### src/rtl/usb_fs_tx_serializer_if.sv
// usb_fs_tx_serializer_if: byte stream handshake feeding the USB FS transmit serializer.
// Rev 1.0
`default_nettype none

interface usb_fs_tx_serializer_if;
  logic       tx_valid_i;
  logic [7:0] tx_data_i;
  logic       tx_last_i;
  logic       tx_ready_o;

  modport master (output tx_valid_i, output tx_data_i, output tx_last_i, input tx_ready_o);
  modport slave  (input tx_valid_i, input tx_data_i, input tx_last_i, output tx_ready_o);
endinterface

`default_nettype wire

### src/rtl/usb_fs_tx_serializer.sv
// usb_fs_tx_serializer: full-speed USB line encoder (SYNC, NRZI + bit stuffing, EOP, gap).
// Rev 1.0
`default_nettype none

module usb_fs_tx_serializer #(
  parameter int CLKS_PER_BIT = 4,
  parameter int IPG_BITS     = 2
) (
  input  wire logic                 clk_i,
  input  wire logic                 rst_ni,
  usb_fs_tx_serializer_if.slave     tx,
  output logic                      usb_dp_o,
  output logic                      usb_dn_o,
  output logic                      usb_oe_o,
  output logic                      tx_busy_o,
  output logic                      underrun_o
);

  localparam int CW = (CLKS_PER_BIT > 1) ? $clog2(CLKS_PER_BIT) : 1;
  localparam int GW = (IPG_BITS > 1) ? $clog2(IPG_BITS) : 1;
  localparam logic [CW-1:0] CNT_LAST = CW'(CLKS_PER_BIT - 1);
  localparam logic [CW-1:0] CNT_PRE  = CW'(CLKS_PER_BIT - 2);
  localparam logic [GW-1:0] GAP_LAST = GW'(IPG_BITS - 1);

  typedef enum logic [2:0] {
    S_IDLE = 3'd0,
    S_SYNC = 3'd1,
    S_DATA = 3'd2,
    S_EOP  = 3'd3,
    S_GAP  = 3'd4
  } state_t;

  state_t          state;
  logic [CW-1:0]   cnt;
  logic [2:0]      idx;
  logic [GW-1:0]   gap_cnt;
  logic [7:0]      byte_q;
  logic            last_q;
  logic [2:0]      ones;
  logic            lvl;

  logic            strobe;
  logic            pre_strobe;
  logic            stuff;
  logic            byte_end;
  logic            need_byte;
  logic            end_pkt;
  logic            tx_bit;
  logic            next_lvl;
  logic [2:0]      next_ones;

  // idx/ones only change on a strobe, so the handshake decision can be
  // made one cycle early and the ready pulse lands exactly on the strobe.
  always_comb begin
    strobe     = (state != S_IDLE) && (cnt == CNT_LAST);
    pre_strobe = (state != S_IDLE) && (cnt == CNT_PRE);
    stuff      = (state == S_DATA) && (ones == 3'd6);
    byte_end   = (idx == 3'd7) && !stuff;
    need_byte  = byte_end && ((state == S_SYNC) || ((state == S_DATA) && !last_q));
    end_pkt    = byte_end && (((state == S_DATA) && last_q) || !tx.tx_valid_i);

    tx_bit = 1'b1;
    if (stuff)                tx_bit = 1'b0;
    else if (idx == 3'd7)     tx_bit = tx.tx_data_i[0];
    else if (state == S_SYNC) tx_bit = (idx == 3'd6);
    else                      tx_bit = byte_q[idx + 3'd1];

    next_lvl  = tx_bit ? lvl : ~lvl;
    next_ones = tx_bit ? (ones + 3'd1) : 3'd0;
  end

  always_ff @(posedge clk_i or negedge rst_ni) begin
    if (!rst_ni) begin
      state         <= S_IDLE;
      cnt           <= '0;
      idx           <= '0;
      gap_cnt       <= '0;
      byte_q        <= '0;
      last_q        <= 1'b0;
      ones          <= '0;
      lvl           <= 1'b1;
      usb_dp_o      <= 1'b1;
      usb_dn_o      <= 1'b0;
      usb_oe_o      <= 1'b0;
      tx.tx_ready_o <= 1'b0;
      tx_busy_o     <= 1'b0;
      underrun_o    <= 1'b0;
    end else begin
      tx.tx_ready_o <= pre_strobe && need_byte;
      underrun_o    <= 1'b0;

      if ((state == S_IDLE) || strobe) cnt <= '0;
      else                             cnt <= cnt + CW'(1);

      case (state)
        S_IDLE: begin
          if (tx.tx_valid_i) begin
            // First SYNC bit is a 0, so the line moves straight from J to K.
            state     <= S_SYNC;
            usb_oe_o  <= 1'b1;
            tx_busy_o <= 1'b1;
            idx       <= '0;
            ones      <= '0;
            lvl       <= 1'b0;
            usb_dp_o  <= 1'b0;
            usb_dn_o  <= 1'b1;
          end
        end

        S_SYNC, S_DATA: begin
          if (strobe) begin
            if (end_pkt) begin
              state      <= S_EOP;
              idx        <= '0;
              usb_dp_o   <= 1'b0;
              usb_dn_o   <= 1'b0;
              underrun_o <= need_byte;
            end else begin
              lvl      <= next_lvl;
              usb_dp_o <= next_lvl;
              usb_dn_o <= ~next_lvl;
              ones     <= next_ones;
              if (byte_end) begin
                byte_q <= tx.tx_data_i;
                last_q <= tx.tx_last_i;
                idx    <= '0;
                state  <= S_DATA;
              end else if (!stuff) begin
                idx <= idx + 3'd1;
              end
            end
          end
        end

        S_EOP: begin
          if (strobe) begin
            if (idx == 3'd2) begin
              state    <= S_GAP;
              usb_oe_o <= 1'b0;
              gap_cnt  <= '0;
              lvl      <= 1'b1;
              ones     <= '0;
            end else begin
              idx <= idx + 3'd1;
              if (idx == 3'd1) begin
                usb_dp_o <= 1'b1;
                usb_dn_o <= 1'b0;
              end
            end
          end
        end

        S_GAP: begin
          if (strobe) begin
            if (gap_cnt == GAP_LAST) begin
              state     <= S_IDLE;
              tx_busy_o <= 1'b0;
            end else begin
              gap_cnt <= gap_cnt + GW'(1);
            end
          end
        end

        default: state <= S_IDLE;
      endcase
    end
  end

endmodule

`default_nettype wire

### src/flat_wrapper.sv
// flat-port wrapper written by rule: the top's interface ports become plain ports
module usb_fs_tx_serializer_flat 
#(
  parameter int CLKS_PER_BIT = 4,
  parameter int IPG_BITS     = 2
)
  (clk_i, rst_ni, usb_dp_o, usb_dn_o, usb_oe_o, tx_busy_o, underrun_o, tx_tx_valid_i, tx_tx_data_i, tx_tx_last_i, tx_tx_ready_o);
  usb_fs_tx_serializer_if tx_i ();
  input  wire logic clk_i;
  input  wire logic rst_ni;
  output logic usb_dp_o;
  output logic usb_dn_o;
  output logic usb_oe_o;
  output logic tx_busy_o;
  output logic underrun_o;
  input wire logic [$bits(tx_i.tx_valid_i)-1:0] tx_tx_valid_i;
  input wire logic [$bits(tx_i.tx_data_i)-1:0] tx_tx_data_i;
  input wire logic [$bits(tx_i.tx_last_i)-1:0] tx_tx_last_i;
  output wire logic [$bits(tx_i.tx_ready_o)-1:0] tx_tx_ready_o;
  assign tx_i.tx_valid_i = tx_tx_valid_i;
  assign tx_i.tx_data_i = tx_tx_data_i;
  assign tx_i.tx_last_i = tx_tx_last_i;
  assign tx_tx_ready_o = tx_i.tx_ready_o;
  usb_fs_tx_serializer #(.CLKS_PER_BIT(CLKS_PER_BIT), .IPG_BITS(IPG_BITS)) u_core (.clk_i(clk_i), .rst_ni(rst_ni), .tx(tx_i), .usb_dp_o(usb_dp_o), .usb_dn_o(usb_dn_o), .usb_oe_o(usb_oe_o), .tx_busy_o(tx_busy_o), .underrun_o(underrun_o));
endmodule
### config.mk
export PLATFORM = sky130hd
export DESIGN_NAME = usb_fs_tx_serializer_flat
export DESIGN_NICKNAME = d
export VERILOG_FILES = /design/src/rtl/usb_fs_tx_serializer_if.sv /design/src/rtl/usb_fs_tx_serializer.sv /design/src/flat_wrapper.sv
export SDC_FILE = /design/constraint.sdc
export NUM_CORES = 1
export LEC_CHECK = 0
export CAP_MARGIN = 10
export CORE_UTILIZATION = 50
export CTS_CLUSTER_DIAMETER = 80
export DETAILED_ROUTE_END_ITERATION = 10
export GPL_ROUTABILITY_DRIVEN = 0
export PLACE_DENSITY = 0.75
export SYNTH_ARGS = -nofsm -noshare
export SYNTH_HDL_FRONTEND = slang
export SYNTH_SLANG_ARGS = --single-unit
### constraint.sdc
create_clock -name clk_i -period 2.5 [get_ports clk_i]
set_clock_uncertainty 0.2 [all_clocks]
set_input_delay 0.625 -clock clk_i [delete_from_list [all_inputs] [get_ports clk_i]]
set_output_delay 0.625 -clock clk_i [all_outputs]
set_load 0.05 [all_outputs]
==> Word-level counts from Yosys, hierarchy flattened <==
Cells that the tools add are included.
{ "word_totals": {"out_inout_bits": 6, "ff_bits": 28} }
{ "classes": {"n_reduce_logical": 30, "n_eq_ne": 22, "muxes": 61, "bitwise": 3, "n_addsub": 4, "n_lt_le_gt_ge": 1} }
{ "op_table": {"columns": ["op", "n"], "rows": [
  ["3-bit two-way mux", 20],
  ["1-bit two-way mux", 30],
  ["3-bit case mux with 3 select lines", 2],
  ["6-bit AND reduction", 3],
  ["4-bit AND reduction", 4],
  ["3-bit equality test, second input constant", 4],
  ["2-bit by 1-bit != test with 1-bit output, second input constant", 6],
  ["3-bit case mux with 4 select lines", 1],
  ["3-bit by 2-bit equality test with 1-bit output, second input constant", 3],
  ["1-bit logical AND", 9],
  ["1-bit case mux with 3 select lines", 3],
  ["7-bit AND reduction", 1],
  ["3-bit by 1-bit adder with 3-bit output, second input constant", 2],
  ["3-bit by 1-bit equality test with 1-bit output, second input constant", 2],
  ["2-bit != test, second input constant", 3],
  ["1-bit case mux with 2 select lines", 3],
  ["2-bit nonzero test", 3],
  ["3-bit nonzero test", 2],
  ["2-bit equality test, second input constant", 2],
  ["3-bit by 4-bit < comparator with 1-bit output, second input constant", 1],
  ["4-bit != test, second input constant", 1],
  ["1-bit binary-select mux with 3-bit select", 1],
  ["1-bit zero test", 3],
  ["3-bit zero test", 1],
  ["7 further kinds", 11]
]} }

==> Depth between registers and ports, before layout <==
Gate-level depths: netlist (run 1).
{ "depth": {"ltp_word": 11, "depth_mapped": 9, "depth_no_buf": 8} }

==> Worst setup path after synthesis (run 1) <==
No wires, ideal clock.
{ "synth_timing": {"path_type": "register -> register", "from": "reg u_core.idx[0]", "to": "reg u_core.ones[2]", "setup_slack_ns": -0.026, "setup_time_ns": 0.124, "path_stages_with_launch": 9, "required_time_ns": 2.176, "arrival_time_ns": 2.202, "path_cell_list": "dfrtp_1 > buf_2 > inv_1 > ha_1 > mux2_2 > o311a_2 > a31oi_4 > nor3_1 > a211o_1"} }
{ "synth_between": {"elab_chain_len": 10, "elab_cells_between_ends": 18, "cone_classes": "add/sub (1); eq/ne (5); mux (9); reduce/logical (3)"} }
{ "synth_lines": {"columns": ["item", "line_no", "rtl"], "rows": [
  ["from (decl)", "usb_fs_tx_serializer.sv:35", "logic [2:0] idx;"],
  ["from (signal assigned)", "usb_fs_tx_serializer.sv:129", "idx <= idx + 3'd1;"],
  ["from (signal assigned)", "usb_fs_tx_serializer.sv:144", "idx <= idx + 3'd1;"],
  ["3-bit by 1-bit adder with 3-bit output", "usb_fs_tx_serializer.sv:66", "else tx_bit = byte_q[idx + 3'd1];"],
  ["1-bit binary-select mux with 3-bit select", "usb_fs_tx_serializer.sv:66", null],
  ["1-bit two-way mux (not written as such)", "usb_fs_tx_serializer.sv:66", null],
  ["1-bit two-way mux", "usb_fs_tx_serializer.sv:65", "else if (state == S_SYNC) tx_bit = (idx == 3'd6);"],
  ["1-bit two-way mux", "usb_fs_tx_serializer.sv:64", "else if (idx == 3'd7) tx_bit = tx.tx_data_i[0];"],
  ["1-bit two-way mux", "usb_fs_tx_serializer.sv:63", "if (stuff) tx_bit = 1'b0;"],
  ["3-bit two-way mux", "usb_fs_tx_serializer.sv:69", "next_ones = tx_bit ? (ones + 3'd1) : 3'd0;"],
  ["3-bit two-way mux", "usb_fs_tx_serializer.sv:112", "if (end_pkt) begin"],
  ["3-bit two-way mux", "usb_fs_tx_serializer.sv:111", "if (strobe) begin"],
  ["3-bit case mux with 3 select lines", "usb_fs_tx_serializer.sv:95", "case (state)"],
  ["to (signal assigned)", "usb_fs_tx_serializer.sv:122", "ones <= next_ones;"],
  ["to (decl)", "usb_fs_tx_serializer.sv:39", "logic [2:0] ones;"]
]} }
Parallel ways exist; a longest one is shown, timed or not. The select of a mux whose other input is x is not followed.
A chain may end at the register's enable or synchronous reset.

==> Worst setup path after layout (run 1) <==
Same ends and word-level chain as after synthesis.

==> results of run 1 <==
-- cell type report --
class	count	area share
tap	44	0.0278
timing repair buffer	32	0.143
clock buffer	4	0.0133
sequential	28	0.355
inverter	10	0.0189
multi-input combinational	118	0.441
-- what timing repair did --
action	in CTS	in global routing
endpoints found under the setup margin	0	6
hold buffers	0	0
gates resized for setup	0	6
buffers inserted	0	0
hold endpoints to repair	0	0
-- logic make-up after synthesis --
logic type,after synthesis
flip-flops,28
buffers and inverters,16
multiplexers,14
AND/OR/NAND/NOR,55
AO/OA/AOI/OAI,41
adder cells (fa/ha/maj),8
-- flip-flops by register name, indices dropped and copies added, names as in the netlist --
signal / cells
u_core.state: 3
u_core.underrun_o: 1
u_core.usb_dn_o: 1
u_core.cnt: 2
u_core.usb_oe_o: 1
u_core.gap_cnt: 1
u_core.tx_busy_o: 1
u_core.ones: 3
u_core.usb_dp_o: 1
u_core.tx.tx_ready_o: 1
u_core.last_q: 1
u_core.idx: 3
u_core.lvl: 1
u_core.byte_q: 8
-- synthesized netlist by cell type, types with 3 or more instances --
cell / n / area (um2)
a21oi_1: 11 / 55.1
and2_1: 3 / 18.8
buf_2: 3 / 15.0
dfrtp_1: 26 / 651
ha_1: 8 / 100
inv_1: 9 / 33.8
mux2_2: 10 / 113
mux2i_1: 4 / 40.0
nand2_1: 13 / 48.8
nand2b_1: 4 / 25.0
nand3_1: 7 / 35.0
nor2_1: 7 / 26.3
nor2b_1: 3 / 18.8
nor3_1: 4 / 20.0
o21ai_0: 11 / 55.1
o21ai_2: 3 / 26.3
-- power by group --
part / switching, mW / internal [mW]
logic: 0.511 / 0.476
clock network: 0.135 / 0.0627
registers: 0.0965 / 0.560
total: 0.743 / 1.10
-- critical path, cell delays in order (launching register included) --
cell	delay [ns]
dfrtp_1	0.43
inv_2	0.06
ha_4	0.29
mux2_2	0.33
o311a_2	0.35
a31oi_4	0.25
nor3_1	0.10
a211o_1	0.27
-- worst paths after layout --
kind                                    to           from  depth (start not counted)
max                         u_core.ones[2]  u_core.idx[0]                          7
min                          u_core.cnt[0]  u_core.cnt[0]                          1
max reg2reg                 u_core.ones[2]  u_core.idx[0]                          7
min reg2reg                  u_core.cnt[0]  u_core.cnt[0]                          1
max in group asynchronous  u_core.usb_dp_o         rst_ni                          2
min in group asynchronous   u_core.ones[0]         rst_ni                          2
-- metrics by stage --
step | power (mW) | instances | setup WS [ns]
after floorplan | 1.30 | 162 | 0.0192
after global placement | 1.58 | 232 | 0.00303
after detailed placement | 1.61 | 232 | -0.0354
after CTS | 1.81 | 236 | 0.0304
after global routing | 1.99 | 236 | 0.0176
final | 1.84 | 236 | 0.113
-- routing by layer --
metal  GRT usage  up-vias
met2       0.365       27
met3      0.0264        5
met1       0.278      636
met4      0.0714        0
li1            -      645
met5           0        -
==> qor.yml, run 1 <==
worst_setup_path:
  r2r_slack_ns: 0.11
  cp.arrival_ns: 2.42
  required_ns: 2.54
  endpoint_kind: "flip-flop"
  crit_type: "flip-flop to flip-flop"
  worstSetupStartpointType: "flip-flop"
  crit_fanout: 5
place:
  place.port_buffers: 17
  dpl.hpwl_mm: 2.51
  placed_area_um2: 1930
floorplan:
  die_width_um: 58.9
  initial_core_util: 0.530
  rows: 20
  coreArea_um2: 3050
  fp.dieH_um: 58.9
  num_io_pins: 18
  dieArea_um2: 3460
drt:
  wl_met3_um: 104
  firstDrtPassIters: 4
  m1WireLength_mm: 1.41
  met2_length_mm: 1.64
  dr.first_iter.drc_count: 67
  drtAntennaViolNets: 0
  wl_per_cell_um: 13.6
  wl_mm: 3.20
  vias: 1313
  routed.top_layer: "met4"
  avgViaCountPerCell: 5.56
  route.detailed.drc: 0
sta:
  setup_viol: 0
  hold_viol_final: 0
  fmax_mhz: 419
  rsz0062_at_grt: "no"
  final.setup.tns_ns: 0
  tightest_slew_ns: 0.498
  drv_slew: 0
  fin_crit_sh: 0.955
  holdWs_ns: 0.278
  relSlewSlack: 0.667
  fin_crit_ns: 2.39
synthesis:
  synth_adder_area_share: 0.0619
  synth_compound_area_frac: 0.182
  ys_seq_area_frac: 0.435
  postSynthRegisterBits: 28
  synth-edff-count: 0
  syn-instance-count: 162
  synth-simple-area-share: 0.187
  syn_nets: 182
  synth.avg_cell_area_um2: 9.98
  synth_ff_type: "dfrtp_1"
  synthMuxAreaShare: 0.0944
  synth_top_family_by_area: "simple AND/OR/NAND/NOR gates"
  synthArstFlopShare: 1.00
  synth_xor_xnor_area_share: 0
  yosysWarnings: 0
  synth.distinct_cells: 45
  syn_area_um2: 1620
clock_tree:
  clkLatencyLatePin_ns: 0.34
  cts_buffer_depth: 2
  cts_tree: "done"
  cts_buffers: 3
  numClockSinks: 28
  clk_pin_slew_ns: 0.15
  cts_root_buffer: "clkbuf_4"
  cts_max_level: 1
finish:
  post-route-util: 0.649
  final_cell_area_um2: 1980
  final_nets: 213
  layout-drive-gt1-share: 0.224
  regArea_um2: 704
  layout_common_cells: "dfrtp_1 (25), clkdlybuf4s50_1 (16), buf_4 (15)"
  fillCellCount: 264
  antennaDiodeCount: 0
  area_growth_pct: 22.6
  final_common_cell: "dfrtp_1"
  multiInputGateArea_um2: 875
outcome:
  outcome: "finished, final reports clean"
global_route:
  grt_pass1_wl_mm: 5.59
  grt_pass1_vias: 1264
  track_usage: 0.213
  grt-ovfl-total: 0
  grt_max_degree: 29
  antenna_found_initial: 0
flow_run:
  maxCapViolCount: 0
power_and_ir_drop:
  power_density_nw_per_um2: 929
  leakage_nw: 0.889
  ir_drop_uv: 464
hold_path:
  holdCritPathClass: "flip-flop to flip-flop"
No activity file was read; power rests on OpenSTA's default activity.
==> run 2, diff against run 1 <==
--- a/config.mk
+++ b/config.mk
@@ -5,12 +5,14 @@
 export SDC_FILE = /design/constraint.sdc
 export NUM_CORES = 1
 export LEC_CHECK = 0
+export ABC_CLOCK_PERIOD_IN_PS = 2500
 export CAP_MARGIN = 10
 export CORE_UTILIZATION = 50
 export CTS_CLUSTER_DIAMETER = 80
 export DETAILED_ROUTE_END_ITERATION = 10
 export GPL_ROUTABILITY_DRIVEN = 0
 export PLACE_DENSITY = 0.75
+export SKIP_LAST_GASP = 1
 export SYNTH_ARGS = -nofsm -noshare
 export SYNTH_HDL_FRONTEND = slang
 export SYNTH_SLANG_ARGS = --single-unit
==> run 2 against run 1 <==
Compared with the run above:
- non-clock buffer count stayed put
- combinational power hardly changed
- sequential cell count stayed put
==> qor.yml, run 2 (same netlist as run 1, synthesis figures left out) <==
sta:
  hold_viol_final: 0
  fmax_mhz: 416
  fin_crit_ns: 2.41
  tightest_slew_ns: 0.498
  drv_slew: 0
  setup_slack_ns: 0.0937
  setup_viol: 0
  relSlewSlack: 0.667
  fin_crit_sh: 0.963
  final.setup.tns_ns: 0
  rsz0062_at_grt: "yes"
  holdWs_ns: 0.278
power_and_ir_drop:
  power.total_mw: 1.84
  power_density_nw_per_um2: 928
  ir_drop_uv: 464
  leakage_nw: 0.890
global_route:
  grt_pass1_wl_mm: 5.59
  grt_pass1_vias: 1264
  grt-ovfl-total: 0
  antenna_found_initial: 0
  track_usage: 0.213
  grt_max_degree: 29
drt:
  dr.first_iter.drc_count: 66
  route.detailed.drc: 0
  firstDrtPassIters: 4
  drtAntennaViolNets: 0
  avgViaCountPerCell: 5.57
  wl_per_cell_um: 13.6
  wl_mm: 3.20
  vias: 1315
hold_path:
  hold_depth: 1
  hp-start: "u_core.cnt[0]"
  whs_endpoint: "u_core.cnt[0]"
  holdCritPathClass: "flip-flop to flip-flop"
clock_tree:
  cts_tree: "done"
  cts_max_level: 1
  clkLatencyLatePin_ns: 0.34
  hold_buffers: 0
  numClockSinks: 28
  cts-resized-gates: 0
  post_cts_buffers: 0
  cts_buffers: 3
  cts_buffer_depth: 2
  clk_pin_slew_ns: 0.15
  cts_root_buffer: "clkbuf_4"
worst_setup_path:
  worst_r2r_endpoint: "u_core.ones[2]"
  worstSetupStartpointType: "flip-flop"
  crit_type: "flip-flop to flip-flop"
  cp.arrival_ns: 2.44
  required_ns: 2.54
  reg2reg_depth: 7
  critPathLaunch: "u_core.idx[0]"
  critical_path.cell_chain: "inv_1 > ha_4 > mux2_2 > o311a_2 > a31oi_4 > nor3_1 > a211o_1"
  r2r_slack_ns: 0.09
  slowest_delay_ns: 0.42
  crit_path_top_delay_cell: "dfrtp_1"
  endpoint_kind: "flip-flop"
  crit_fanout: 5
  r2r-start: "u_core.idx[0]"
finish:
  largest_reg_flops: 8
  fillCellCount: 264
  largest_register: "u_core.byte_q"
  antennaDiodeCount: 0
  final_cell_area_um2: 1980
  layout-drive-gt1-share: 0.219
  final_cells: 236
  final_nets: 213
  post-route-util: 0.649
  layout_common_cells: "dfrtp_1 (25), clkdlybuf4s50_1 (16), buf_4 (15)"
  final_common_cell: "dfrtp_1"
  area_growth_pct: 22.6
place:
  dp_cells: 232
  placed_area_um2: 1930
  dpl.hpwl_mm: 2.51
  dp_slack_ns: -0.0354
  place.port_buffers: 17
floorplan:
  rows: 20
  initial_core_util: 0.530
  num_io_pins: 18
  coreArea_um2: 3050
  dieArea_um2: 3460
  die_width_um: 58.9
  fp.dieH_um: 58.9
flow_run:
  maxCapViolCount: 0
outcome:
  outcome: "finished, final reports clean"
## run 2: cell types whose count changed in the layout (fill, tap and decap cells not counted)
cell	change
inv_2	-1
inv_1	+1
## run 2: worst max-delay path, delay by kind of cell (launching register included)
family                     cells  cell delay, ns
adders and majority gates      1            0.30
DFF                            1            0.42
AOI/OAI and AO/OA              3            0.87
and+or+nand+nor                1            0.10
buffers and inverters          1            0.09
muxes                          1            0.33
## run 2: metal layers
metal / global-route usage / part of all wire
met4: 0.0714 / 0.013
met5: 0 / 0
met3: 0.0264 / 0.033
met1: 0.278 / 0.44
met2: 0.365 / 0.51
## run 2: area by class of cell
class / count / area, um2 / area share
multi-input cells: 118 / 875 / 0.441
flip-flops and latches: 28 / 704 / 0.355
repair buffers: 32 / 284 / 0.143
inverters: 10 / 37.5 / 0.0189
well taps: 44 / 55.1 / 0.0278
clock buffers: 4 / 26.3 / 0.0133
## run 2: worst max-delay path by stage
stage / endpoint / slack, ns / cells past startpoint
after global placement: u_core.ones[0] / 0.003 / 5
after detailed placement: u_core.ones[0] / -0.04 / 5
final: u_core.ones[2] / 0.09 / 7
after CTS: u_core.ones[2] / 0.03 / 7
after global routing: u_core.lvl / -0.003 / 8
after floorplan: u_core.ones[2] / 0.02 / 8
## run 2: report_power, final
part           switching [mW]  internal [mW]  leakage, nW  total (mW)
sequential             0.0951          0.560        0.358       0.655
combinational           0.512          0.476        0.516       0.987
clock                   0.135         0.0627       0.0150       0.198
==> run 3, diff against run 2 <==
--- a/config.mk
+++ b/config.mk
@@ -5,10 +5,10 @@
 export SDC_FILE = /design/constraint.sdc
 export NUM_CORES = 1
 export LEC_CHECK = 0
-export ABC_CLOCK_PERIOD_IN_PS = 2500
 export CAP_MARGIN = 10
 export CORE_UTILIZATION = 50
 export CTS_CLUSTER_DIAMETER = 80
+export CTS_CLUSTER_SIZE = 10
 export DETAILED_ROUTE_END_ITERATION = 10
 export GPL_ROUTABILITY_DRIVEN = 0
 export PLACE_DENSITY = 0.75
==> constraint.sdc (replaced) <==
create_clock -name clk_i -period 2.5 [get_ports clk_i]
set_clock_uncertainty 0.2 [all_clocks]
set_input_delay 0.625 -clock clk_i [delete_from_list [all_inputs] [get_ports clk_i]]
set_output_delay 0.625 -clock clk_i [all_outputs]
set_load 0.1 [all_outputs]
==> run 3 against run 2 <==
Compared with the run above:
- total power is 5.3% higher
- worst setup slack worse by 0.038 ns
- sequential power is 1% higher
- non-clock buffer count unchanged
- maximum frequency is 1.6% lower
- sequential cell count is the same
- cell count unchanged
- die area unchanged
- core utilization is essentially flat
- largest power group unchanged
- highest routed layer unchanged
==> qor.yml, run 3 (same netlist as run 1, synthesis figures left out) <==
clock_tree:
  clk_pin_slew_ns: 0.15
  cts_max_level: 1
  clkLatencyLatePin_ns: 0.33
  numClockSinks: 28
  hold_buffers: 0
  cts_buffer_depth: 2
  cts_tree: "done"
  cts_buffers: 3
  cts_root_buffer: "clkbuf_4"
worst_setup_path:
  crit_type: "flip-flop to flip-flop"
  r2r-start: "u_core.idx[1]"
  required_ns: 2.58
  worstSetupStartpointType: "flip-flop"
  worst_r2r_endpoint: "u_core.usb_dp_o"
  r2r_slack_ns: 0.06
  crit_path_top_delay_cell: "dfrtp_1"
  cp.arrival_ns: 2.52
  path_buf_inv: 1
  reg2reg_depth: 9
  slowest_delay_ns: 0.47
  endpoint_kind: "flip-flop"
  critical_path.cell_chain: "ha_1 > ha_4 > nor2_1 > a32oi_1 > o311a_2 > a31oi_4 > buf_6 > or3b_1 > and3_1"
  critPathLaunch: "u_core.idx[1]"
  crit_fanout: 5
  path_delay_family: "simple AND/OR/NAND/NOR gates"
power_and_ir_drop:
  pwr-share-clk: 0.100
  seqPwrFrac: 0.342
  swShare: 0.425
  combPwrFrac: 0.557
  leakage_nw: 0.899
  internal_power_mw: 1.11
  power_switching_uw: 824
  power_density_nw_per_um2: 978
  ir_drop_uv: 511
  power.total_mw: 1.94
hold_path:
  whs_endpoint: "u_core.cnt[0]"
  hp-start: "u_core.cnt[0]"
  hold_depth: 1
  holdCritPathClass: "flip-flop to flip-flop"
drt:
  m1WireLength_mm: 1.37
  drtAntennaViolNets: 0
  wl_met3_um: 156
  vias: 1341
  dr.first_iter.drc_count: 58
  met2_length_mm: 1.79
  wl_mm: 3.37
  avgViaCountPerCell: 5.68
  route.detailed.drc: 0
  routed.top_layer: "met4"
  firstDrtPassIters: 4
  wl_per_cell_um: 14.3
place:
  dpl.hpwl_mm: 2.60
  placed_area_um2: 1930
  dp_slack_ns: -0.0439
  place.port_buffers: 17
  dp_cells: 232
global_route:
  track_usage: 0.219
  antenna_found_initial: 0
  grt_max_degree: 29
  grt_pass1_wl_mm: 5.67
  grt-ovfl-total: 0
  grt_pass1_vias: 1276
finish:
  post-route-util: 0.649
  final_cell_area_um2: 1980
  final_common_cell: "dfrtp_1"
  layout_common_cells: "dfrtp_1 (26), buf_4 (19), nand2_1 (13)"
  layout-drive-gt1-share: 0.245
  regArea_um2: 703
  multiInputGateArea_um2: 875
  final_cells: 236
  antennaDiodeCount: 0
  area_growth_pct: 22.5
  fillCellCount: 250
  final_nets: 213
  largest_reg_flops: 8
  largest_register: "u_core.byte_q"
floorplan:
  die_width_um: 58.9
  dieArea_um2: 3460
  initial_core_util: 0.530
  rows: 20
  coreArea_um2: 3050
  num_io_pins: 18
  fp.dieH_um: 58.9
sta:
  tightest_slew_ns: 0.427
  fin_crit_sh: 0.978
  hold_viol_final: 0
  fmax_mhz: 409
  setup_slack_ns: 0.0557
  fin_crit_ns: 2.44
  holdWs_ns: 0.309
  drv_slew: 0
  final.setup.tns_ns: 0
  rsz0062_at_grt: "yes"
  setup_viol: 0
  relSlewSlack: 0.714
flow_run:
  maxCapViolCount: 0
outcome:
  outcome: "finished, final reports clean"
==> run 3: cell types whose count changed in the layout (fill, tap and decap cells not counted) <==
cell,delta
clkdlybuf4s50_1,-5
buf_4,+4
buf_12,+1
dfrtp_1,+1
dfrtp_2,-1
inv_1,-1
inv_2,+1
==> run 3: worst max path at each step <==
stage                 endpoint  cells after the start  slack (ns)
2_1_floorplan   u_core.ones[2]                      8        0.02
3_3_place_gp    u_core.ones[0]                      5       0.004
3_5_place_dp    u_core.ones[1]                      5       -0.04
4_1_cts        u_core.usb_dn_o                      8        0.01
5_1_grt         u_core.ones[1]                      8       -0.02
6_report       u_core.usb_dp_o                      9        0.06
==> run 3: worst reg2reg max path, delay by kind of cell, from the launching register on <==
| kind | cells | cell delay, ns |
|---|---|---|
| buffers and inverters | 1 | 0.15 |
| DFF | 1 | 0.47 |
| AOI/OAI and AO/OA | 3 | 0.53 |
| adders and majority gates | 2 | 0.52 |
| and+or+nand+nor | 3 | 0.53 |
==> run 3: timing repair <==
item                                    4_1_cts  5_1_grt
buffers inserted                              0        0
resized for setup                             0        5
endpoints found under the setup margin        0        6
==> run 3: power by group through the flow <==
stage | Clock (mW) | Combinational, mW | Sequential [mW]
floorplan | 0 | 0.609 | 0.763
global placement | 0 | 1.01 | 0.657
detailed placement | 0 | 1.04 | 0.664
CTS | 0.202 | 1.05 | 0.655
global route | 0.215 | 1.18 | 0.678
finish | 0.194 | 1.08 | 0.663
==> run 3: layout make-up <==
class	count	share of cell area
clock buffers	4	0.0133
inverters	10	0.0190
multi-input cells	118	0.442
flip-flops and latches	28	0.355
well taps	44	0.0278
repair buffers	32	0.143
==> run 3: per-layer routing <==
metal,GRT usage,up-vias
met5,0,-
met4,0.0782,0
met3,0.0330,7
met2,0.396,39
met1,0.263,649
li1,-,646
